==> src/rtl/avalon_sram_test_master.sv <==
// Hardware Avalon-MM master that programs the SRAM controller register file,
// kicks a run, polls status until done or timeout, and reports the results.
module avalon_sram_test_master #(
   parameter int DONE_BIT      = 0,
   parameter int POLL_GAP      = 4,
   parameter int TIMEOUT_POLLS = 1024,
   parameter int CNT_W         = 16
) (
   input  logic        clk,
   input  logic        reset_n,
   input  logic        start,
   input  logic [31:0] cfg_sta_addr,
   input  logic [31:0] cfg_area,
   input  logic [31:0] cfg_op,
   output logic        chipselect,
   output logic [2:0]  address,
   output logic        write,
   output logic [31:0] writedata,
   output logic        read,
   input  logic [31:0] readdata,
   output logic        busy,
   output logic        done,
   output logic        err_timeout,
   output logic [31:0] res_addr,
   output logic [31:0] res_data,
   output logic [31:0] res_status
);

   localparam logic [3:0] S_IDLE  = 4'd0;
   localparam logic [3:0] S_W0    = 4'd1;
   localparam logic [3:0] S_W1    = 4'd2;
   localparam logic [3:0] S_W2    = 4'd3;
   localparam logic [3:0] S_WEN   = 4'd4;
   localparam logic [3:0] S_WSND  = 4'd5;
   localparam logic [3:0] S_WSNDC = 4'd6;
   localparam logic [3:0] S_POLL  = 4'd7;
   localparam logic [3:0] S_GAP   = 4'd8;
   localparam logic [3:0] S_R5    = 4'd9;
   localparam logic [3:0] S_R6    = 4'd10;
   localparam logic [3:0] S_WENC  = 4'd11;
   localparam logic [3:0] S_FIN   = 4'd12;

   localparam logic [CNT_W-1:0] TMO_LIM  = CNT_W'(TIMEOUT_POLLS);
   localparam logic [CNT_W-1:0] GAP_LAST = (POLL_GAP > 0) ? CNT_W'(POLL_GAP - 1) : '0;

   logic [3:0]       state_q, state_d;
   logic [CNT_W-1:0] poll_cnt_q, poll_cnt_d, poll_inc;
   logic [CNT_W-1:0] gap_cnt_q, gap_cnt_d;
   logic [31:0]      sta_q, sta_d, area_q, area_d, op_q, op_d;
   logic             tmo_q, tmo_d;
   logic [31:0]      res_addr_q, res_addr_d, res_data_q, res_data_d;
   logic [31:0]      res_status_q, res_status_d;
   logic             err_timeout_q, err_timeout_d;
   logic             busy_q, busy_d, done_q, done_d;
   logic             cs_q, cs_d, wr_q, wr_d, rd_q, rd_d;
   logic [2:0]       addr_q, addr_d;
   logic [31:0]      wdata_q, wdata_d;

   always_comb begin
      state_d       = state_q;
      poll_cnt_d    = poll_cnt_q;
      gap_cnt_d     = gap_cnt_q;
      sta_d         = sta_q;
      area_d        = area_q;
      op_d          = op_q;
      tmo_d         = tmo_q;
      res_addr_d    = res_addr_q;
      res_data_d    = res_data_q;
      res_status_d  = res_status_q;
      err_timeout_d = err_timeout_q;
      poll_inc      = (poll_cnt_q == '1) ? poll_cnt_q : poll_cnt_q + CNT_W'(1);

      case (state_q)
         S_IDLE: if (start) begin
            state_d       = S_W0;
            sta_d         = cfg_sta_addr;
            area_d        = cfg_area;
            op_d          = cfg_op;
            tmo_d         = 1'b0;
            res_addr_d    = '0;
            res_data_d    = '0;
            res_status_d  = '0;
            err_timeout_d = 1'b0;
            poll_cnt_d    = '0;
            gap_cnt_d     = '0;
         end
         S_W0:    state_d = S_W1;
         S_W1:    state_d = S_W2;
         S_W2:    state_d = S_WEN;
         S_WEN:   state_d = S_WSND;
         S_WSND:  state_d = S_WSNDC;
         S_WSNDC: state_d = S_POLL;
         S_POLL: begin
            res_status_d = readdata;
            poll_cnt_d   = poll_inc;
            gap_cnt_d    = '0;
            if (readdata[DONE_BIT])        state_d = S_R5;
            else if (poll_inc >= TMO_LIM) begin
               tmo_d   = 1'b1;
               state_d = S_WENC;
            end
            else if (POLL_GAP == 0)        state_d = S_POLL;
            else                           state_d = S_GAP;
         end
         S_GAP: begin
            if (gap_cnt_q >= GAP_LAST) state_d = S_POLL;
            else                       gap_cnt_d = gap_cnt_q + CNT_W'(1);
         end
         S_R5: begin
            res_addr_d = readdata;
            state_d    = S_R6;
         end
         S_R6: begin
            res_data_d = readdata;
            state_d    = S_WENC;
         end
         S_WENC: begin
            err_timeout_d = tmo_q;  // surfaces together with done
            state_d       = S_FIN;
         end
         S_FIN:   state_d = S_IDLE;
         default: state_d = S_IDLE;
      endcase
   end

   // Bus strobes are decoded from the next state so they come straight off flops.
   always_comb begin
      wr_d    = 1'b0;
      rd_d    = 1'b0;
      addr_d  = 3'd0;
      wdata_d = 32'd0;
      case (state_d)
         S_W0:    begin wr_d = 1'b1; addr_d = 3'd0; wdata_d = sta_d;  end
         S_W1:    begin wr_d = 1'b1; addr_d = 3'd1; wdata_d = area_d; end
         S_W2:    begin wr_d = 1'b1; addr_d = 3'd2; wdata_d = op_d;   end
         S_WEN:   begin wr_d = 1'b1; addr_d = 3'd4; wdata_d = 32'd1;  end
         S_WSND:  begin wr_d = 1'b1; addr_d = 3'd3; wdata_d = 32'd1;  end
         S_WSNDC: begin wr_d = 1'b1; addr_d = 3'd3; wdata_d = 32'd0;  end
         S_POLL:  begin rd_d = 1'b1; addr_d = 3'd7; end
         S_R5:    begin rd_d = 1'b1; addr_d = 3'd5; end
         S_R6:    begin rd_d = 1'b1; addr_d = 3'd6; end
         S_WENC:  begin wr_d = 1'b1; addr_d = 3'd4; wdata_d = 32'd0;  end
         default: ;
      endcase
      cs_d   = wr_d | rd_d;
      busy_d = (state_d != S_IDLE) && (state_d != S_FIN);
      done_d = (state_d == S_FIN);
   end

   always_ff @(posedge clk or negedge reset_n) begin
      if (!reset_n) begin
         state_q       <= S_IDLE;
         poll_cnt_q    <= '0;
         gap_cnt_q     <= '0;
         sta_q         <= '0;
         area_q        <= '0;
         op_q          <= '0;
         tmo_q         <= 1'b0;
         res_addr_q    <= '0;
         res_data_q    <= '0;
         res_status_q  <= '0;
         err_timeout_q <= 1'b0;
         busy_q        <= 1'b0;
         done_q        <= 1'b0;
         cs_q          <= 1'b0;
         wr_q          <= 1'b0;
         rd_q          <= 1'b0;
         addr_q        <= '0;
         wdata_q       <= '0;
      end else begin
         state_q       <= state_d;
         poll_cnt_q    <= poll_cnt_d;
         gap_cnt_q     <= gap_cnt_d;
         sta_q         <= sta_d;
         area_q        <= area_d;
         op_q          <= op_d;
         tmo_q         <= tmo_d;
         res_addr_q    <= res_addr_d;
         res_data_q    <= res_data_d;
         res_status_q  <= res_status_d;
         err_timeout_q <= err_timeout_d;
         busy_q        <= busy_d;
         done_q        <= done_d;
         cs_q          <= cs_d;
         wr_q          <= wr_d;
         rd_q          <= rd_d;
         addr_q        <= addr_d;
         wdata_q       <= wdata_d;
      end
   end

   assign chipselect  = cs_q;
   assign write       = wr_q;
   assign read        = rd_q;
   assign address     = addr_q;
   assign writedata   = wdata_q;
   assign busy        = busy_q;
   assign done        = done_q;
   assign err_timeout = err_timeout_q;
   assign res_addr    = res_addr_q;
   assign res_data    = res_data_q;
   assign res_status  = res_status_q;

endmodule

==> config.mk <==
export PLATFORM = sky130hd
export DESIGN_NAME = avalon_sram_test_master
export DESIGN_NICKNAME = d
export VERILOG_FILES = /design/src/rtl/avalon_sram_test_master.sv
export SDC_FILE = /design/constraint.sdc
export NUM_CORES = 1
export LEC_CHECK = 0
export BUFFER_PORTS_ARGS = -buffer_cell sky130_fd_sc_hd__buf_2
export CORE_MARGIN = 1
export CORE_UTILIZATION = 35
export CTS_CLUSTER_DIAMETER = 60
export CTS_CLUSTER_SIZE = 25
export DETAILED_ROUTE_END_ITERATION = 6
export PLACE_DENSITY = 0.61
export SLEW_MARGIN = 15
export SYNTH_ARGS = -nofsm -noshare
export SYNTH_HDL_FRONTEND = slang
export SYNTH_SLANG_ARGS = --single-unit
==> constraint.sdc <==
create_clock -name clk -period 2.49 [get_ports clk]
set_clock_uncertainty 0.1 [all_clocks]
set_input_delay 0.1245 -clock clk [delete_from_list [all_inputs] [get_ports clk]]
set_output_delay 0.1245 -clock clk [all_outputs]
set_load 0.02 [all_outputs]
-- Word-level counts from Yosys, hierarchy flattened
Index checks and enable logic that the tools add are counted.
- bits of input ports: 131
- bits in registers: 270
- word-level logic and storage cells: 99
- output and inout port bits: 137
- equal/unequal tests: 28
- add/subtract/negate cells: 2
- bitwise operators: 1
- multiplexer cells: 29
- magnitude comparators: 2
- reduce and logical (&&, ||, !) cells: 19
- operator list (kind ; number):
    two-way mux 32 bit ; 7
    case mux 32 bit (2 select lines) ; 3
    case mux 32 bit (4 select lines) ; 1
    two-way mux 16 bit ; 3
    case mux 16 bit (3 select lines) ; 1
    case mux 4 bit (12 select lines) ; 1
    adder 16 x 1 -> 16 bit (second input constant) ; 2
    equality test 4 x 3 -> 1 bit (second input constant) ; 8
    equality test 4 bit (second input constant) ; 8
    case mux 16 bit (2 select lines) ; 1
    case mux 3 bit (7 select lines) ; 1
    equality test 16 bit (second input constant) ; 1
    equality test 4 x 2 -> 1 bit (second input constant) ; 4
    >= comparator 16 x 11 -> 1 bit (second input constant) ; 1
    >= comparator 16 x 2 -> 1 bit (second input constant) ; 1
    equality test 4 x 1 -> 1 bit (second input constant) ; 2
    two-way mux 4 bit ; 2
    != test 2 bit (second input constant) ; 4
    AND reduction 2 bit ; 4
    nonzero test 2 bit ; 4
    OR reduction 7 bit ; 1
    OR reduction 2 bit ; 3
    two-way mux 1 bit ; 5
    logical NOT 4 bit ; 1
    10 further kinds ; 12

-- Depth between registers and ports, before layout
- depth after elaboration: 10
- mapped depth: 9
- mapped depth without buffers: 7

-- Worst setup path after synthesis
No wires, ideal clock.
- path kind: register -> register
- start point: register state_q[0]
- end point: register wdata_q[10], in the netlist writedata[10]
- required time: 2.269 ns
- setup slack: 0.472 ns
- period minus slack after synthesis: 2.018 ns
- stages on the path, launching flop included: 10
- path buffers: 3
- library setup time: 0.121 ns
- arrival time: 1.796 ns
- cells stage by stage: dfrtp_1 > buf_2 > or4b_4 > nand2b_4 > buf_6 > buf_2 > nand2_1 > nand2_1 > a22oi_1 > nand2_1
- elaborated cells on any way between the ends: 25
- those cells by class: eq/ne (16); mux (7); reduce/logical (2)
- RTL lines (item ; RTL line ; source):
    start: declaration ; 46 ; logic [3:0] state_q, state_d;
    start signal: assignment ; 171 ; state_q <= state_d;
    logical NOT 4 bit ; 73 ; case (state_q)
    two-way mux 32 bit ; 73 ;
    net area_d[10] ; 49 ; logic [31:0] sta_q, sta_d, area_q, area_d, op_q, op_d;
    case mux 32 bit (4 select lines) ; 132 ; case (state_d)
    net wdata_d[10] ; 57 ; logic [31:0] wdata_q, wdata_d;
    end signal: assignment ; 188 ; wdata_q <= wdata_d;
    end: declaration ; 57 ;
The timed path passes the listed nets, and every way through them passes these cells.
A chain may end at the register's enable or synchronous reset.

-- Worst setup path after layout
- start point: register state_q[1]
- end point: register wdata_q[12], in the netlist writedata[12]
- elaborated cells on any way between the ends: 25
- those cells by class: eq/ne (16); mux (7); reduce/logical (2)
- RTL lines (item ; RTL line):
    logical NOT 4 bit ; 73
    two-way mux 32 bit ; 73
    net op_d[12] ; 49
    case mux 32 bit (4 select lines) ; 132
    net wdata_d[12] ; 57
The timed path passes the listed nets, and every way through them passes these cells.

==> qor.yml <==
status: "finished, final reports clean"
grt_antenna_before_repair: 2
cts-root-buf: "clkbuf_16"
required_ns: 2.76
wire_per_inst_um: 15.70
layout.nets: 1595
start_util_pct: 36.02
core_area_um2: 27250
port_buffers: 267
synth_ff_type: "dfrtp_1"
endpoint_kind: "register"
period_needed_ns: 2.244
cts_buffers: 19
grt_pass1_wl_um: 47540
ys_types: 49
fin_hold_ws_ns: 0.004651
syn_nets: 1212
synth_seq_cells: 238
multi_input_area_um2: 3553
die-width_um: 169.5
leakagePower_nw: 7.279
grt_max_degree: 71
setup_ws_ns: 0.2464
async_flop_share_pct: 100.0
crit_fanout: 29
vias: 8897
dp_hpwl_um: 18640
wl_um: 29010
vdd_ir_drop_max_uv: 537.3
grt_overflow: 0
place_area_um2: 11740
final_area_um2: 13650
worst_pin_slew_ns: 0.5880
synth_edf_count: 0
cp.arrival_ns: 2.52
min_period_over_period_pct: 90.10
final.setup.tns_ns: 0
syn-cell-area_um2: 9817
rsz0062_at_grt: "no"
critPathKind: "register to register"
power.density_nw_per_um2: 1051
via_per_inst: 4.814
synth_cells: 1079
cts_buffer_depth: 3
cp-start-kind: "register"
finalMaxSlewViolations: 0
yosys_warnings: 0
drt_first_pass_iters: 5
drc: 0
ios: 268
grt.met3_usage_pct: 2.915
num_rows: 60
syn_avg_cell_area_um2: 9.098
place_ws_ns: 0.2895
fmax_ghz: 0.4457
grt_use_total_pct: 20.55
cts.sinks: 238
clock_latency_ns: 0.50
fillers: 2444
hp-class: "input pin to register"
drt_iter0_markers: 417
area_growth_pct: 39.06
clk_pin_slew_worst_paths_ns: 0.08
use_met1_pct: 26.67
htree_levels: 1
synth_sequential_area_ratio_pct: 60.67
grt_pass1_vias: 9123
final-setup-viol-count: 0
gp_congestion: 0.8477
finalHoldViolCount: 0
slew-limit-headroom_pct: 60.80
tritoncts: "built"
drv_cap: 0
die_h_um: 169.5
grt.busiest_layer: "met2"
seq_area_um2: 5956
die_area_um2: 28720
drive_gt1_share_pct: 23.41
cts_setup_buffers: 0
use_met2_pct: 34.62
detail-route-antenna-nets: 0
-- power breakdown --
part	switching, mW	leakage (nW)	internal (mW)
combinational	3.63	3.84	1.90
clock	1.54	0.296	1.49
sequential	0.581	3.14	5.20
total	5.76	7.28	8.59
-- flip-flops by register name, indices dropped and copies added, names as in the netlist --
register / count
write: 1
op_q: 32
done: 1
busy: 1
poll_cnt_q: 16
tmo_q: 1
area_q: 32
res_data: 32
err_timeout: 1
state_q: 4
res_addr: 32
res_status: 32
read: 1
writedata: 32
address: 3
chipselect: 1
gap_cnt_q: 16
-- kinds of logic after synthesis --
logic type	count (synthesis)	synth area share (%)
fa+ha+maj	2	0.2549
compound gates	129	8.195
flops	238	60.67
mux	4	0.4715
simple gates	628	26.77
buf+inv	75	3.377
xor+xnor	3	0.2677
-- synth_stat cells, types with 3 or more instances --
library cell	n	share of area, %
nor3_1	9	0.46
o311ai_0	3	0.27
o21ai_0	52	2.7
nor4_1	8	0.51
clkbuf_1	36	1.4
o41ai_1	4	0.36
and3_1	4	0.25
a31oi_1	4	0.25
o211ai_1	3	0.23
buf_2	22	1.1
nor2_1	23	0.88
dfrtp_1	238	61
a21oi_1	18	0.92
nand2_1	471	18
a22oi_1	32	2.4
nand4_1	6	0.38
nand3_1	77	3.9
buf_1	4	0.15
inv_1	9	0.34
nor2b_1	12	0.76
-- routing by layer --
metal / vias to the layer above / part of all wire (%)
met1: 4264 / 42
met5: - / 0
met2: 228 / 50
met4: 0 / 3.8
li1: 4329 / -
met3: 76 / 4.0
-- through the flow --
step | utilization, % | std cells | power [mW]
after floorplan | - | 1079 | 9.147
after global placement | 43.07 | 1683 | 11.12
after detailed placement | 43.07 | 1683 | 11.22
after CTS | 50.08 | 1846 | 14.46
after global routing | 50.10 | 1848 | 15.30
final | 50.10 | 1848 | 14.35
-- path summary, 6_finish.rpt --
check | start | slack (ns) | cells after the start | end
setup / recovery | state_q[1] | 0.25 | 7 | writedata[12]
hold / removal | start | 0.005 | 3 | busy
setup reg to reg | state_q[1] | 0.25 | 7 | writedata[12]
hold reg to reg | op_q[29] | 0.37 | 2 | op_q[29]
max in group asynchronous | reset_n | 1.43 | 3 | op_q[17]
min in group asynchronous | reset_n | 0.09 | 2 | writedata[11]
-- cells in the final DEF, fill, tap and decap left out, types with 3 or more instances in the layout --
| cell type | netlist | routed |
|---|---|---|
| buf_4 | 2 | 19 |
| dfrtp_1 | 238 | 238 |
| nand4_1 | 6 | 6 |
| buf_2 | 22 | 266 |
| dlygate4sd3_1 | 0 | 130 |
| buf_12 | 0 | 12 |
| nand3_1 | 77 | 76 |
| nor2b_1 | 12 | 12 |
| a31oi_1 | 4 | 4 |
| nor4_1 | 8 | 7 |
| nand2_1 | 471 | 471 |
| nor3_1 | 9 | 8 |
| inv_1 | 9 | 9 |
| o211ai_1 | 3 | 3 |
| inv_8 | 0 | 4 |
| o21ai_0 | 52 | 52 |
| nor2_1 | 23 | 22 |
| a22oi_1 | 32 | 32 |
| a21oi_1 | 18 | 18 |
| o41ai_1 | 4 | 4 |
| o311ai_0 | 3 | 3 |
| clkbuf_16 | 0 | 19 |
| inv_6 | 0 | 3 |
| and3_1 | 4 | 4 |
-- final cells by class --
class | instances | share of cell area (%)
clock inverters | 12 | 0.9165
flip-flops and latches | 238 | 43.63
diodes | 2 | 0.03666
repair buffers | 428 | 22.20
inverters | 9 | 0.2475
well taps | 372 | 3.409
multi-input cells | 766 | 26.03
clock buffers | 21 | 3.538
-- repair_timing --
item                                   4_1_cts  5_1_grt
gates resized for setup                      0        0
endpoints found under the hold margin      376        0
hold buffers                               130        0
-- worst max-delay path, stage by stage (launching register included) --
cell      delay (ns)
dfrtp_1         0.39
or4b_4          0.58
nand2b_4        0.33
buf_12          0.25
nand2_1         0.08
nand2_1         0.07
a22oi_1         0.20
nand2_1         0.09
Power figures use the tool's default switching activity.
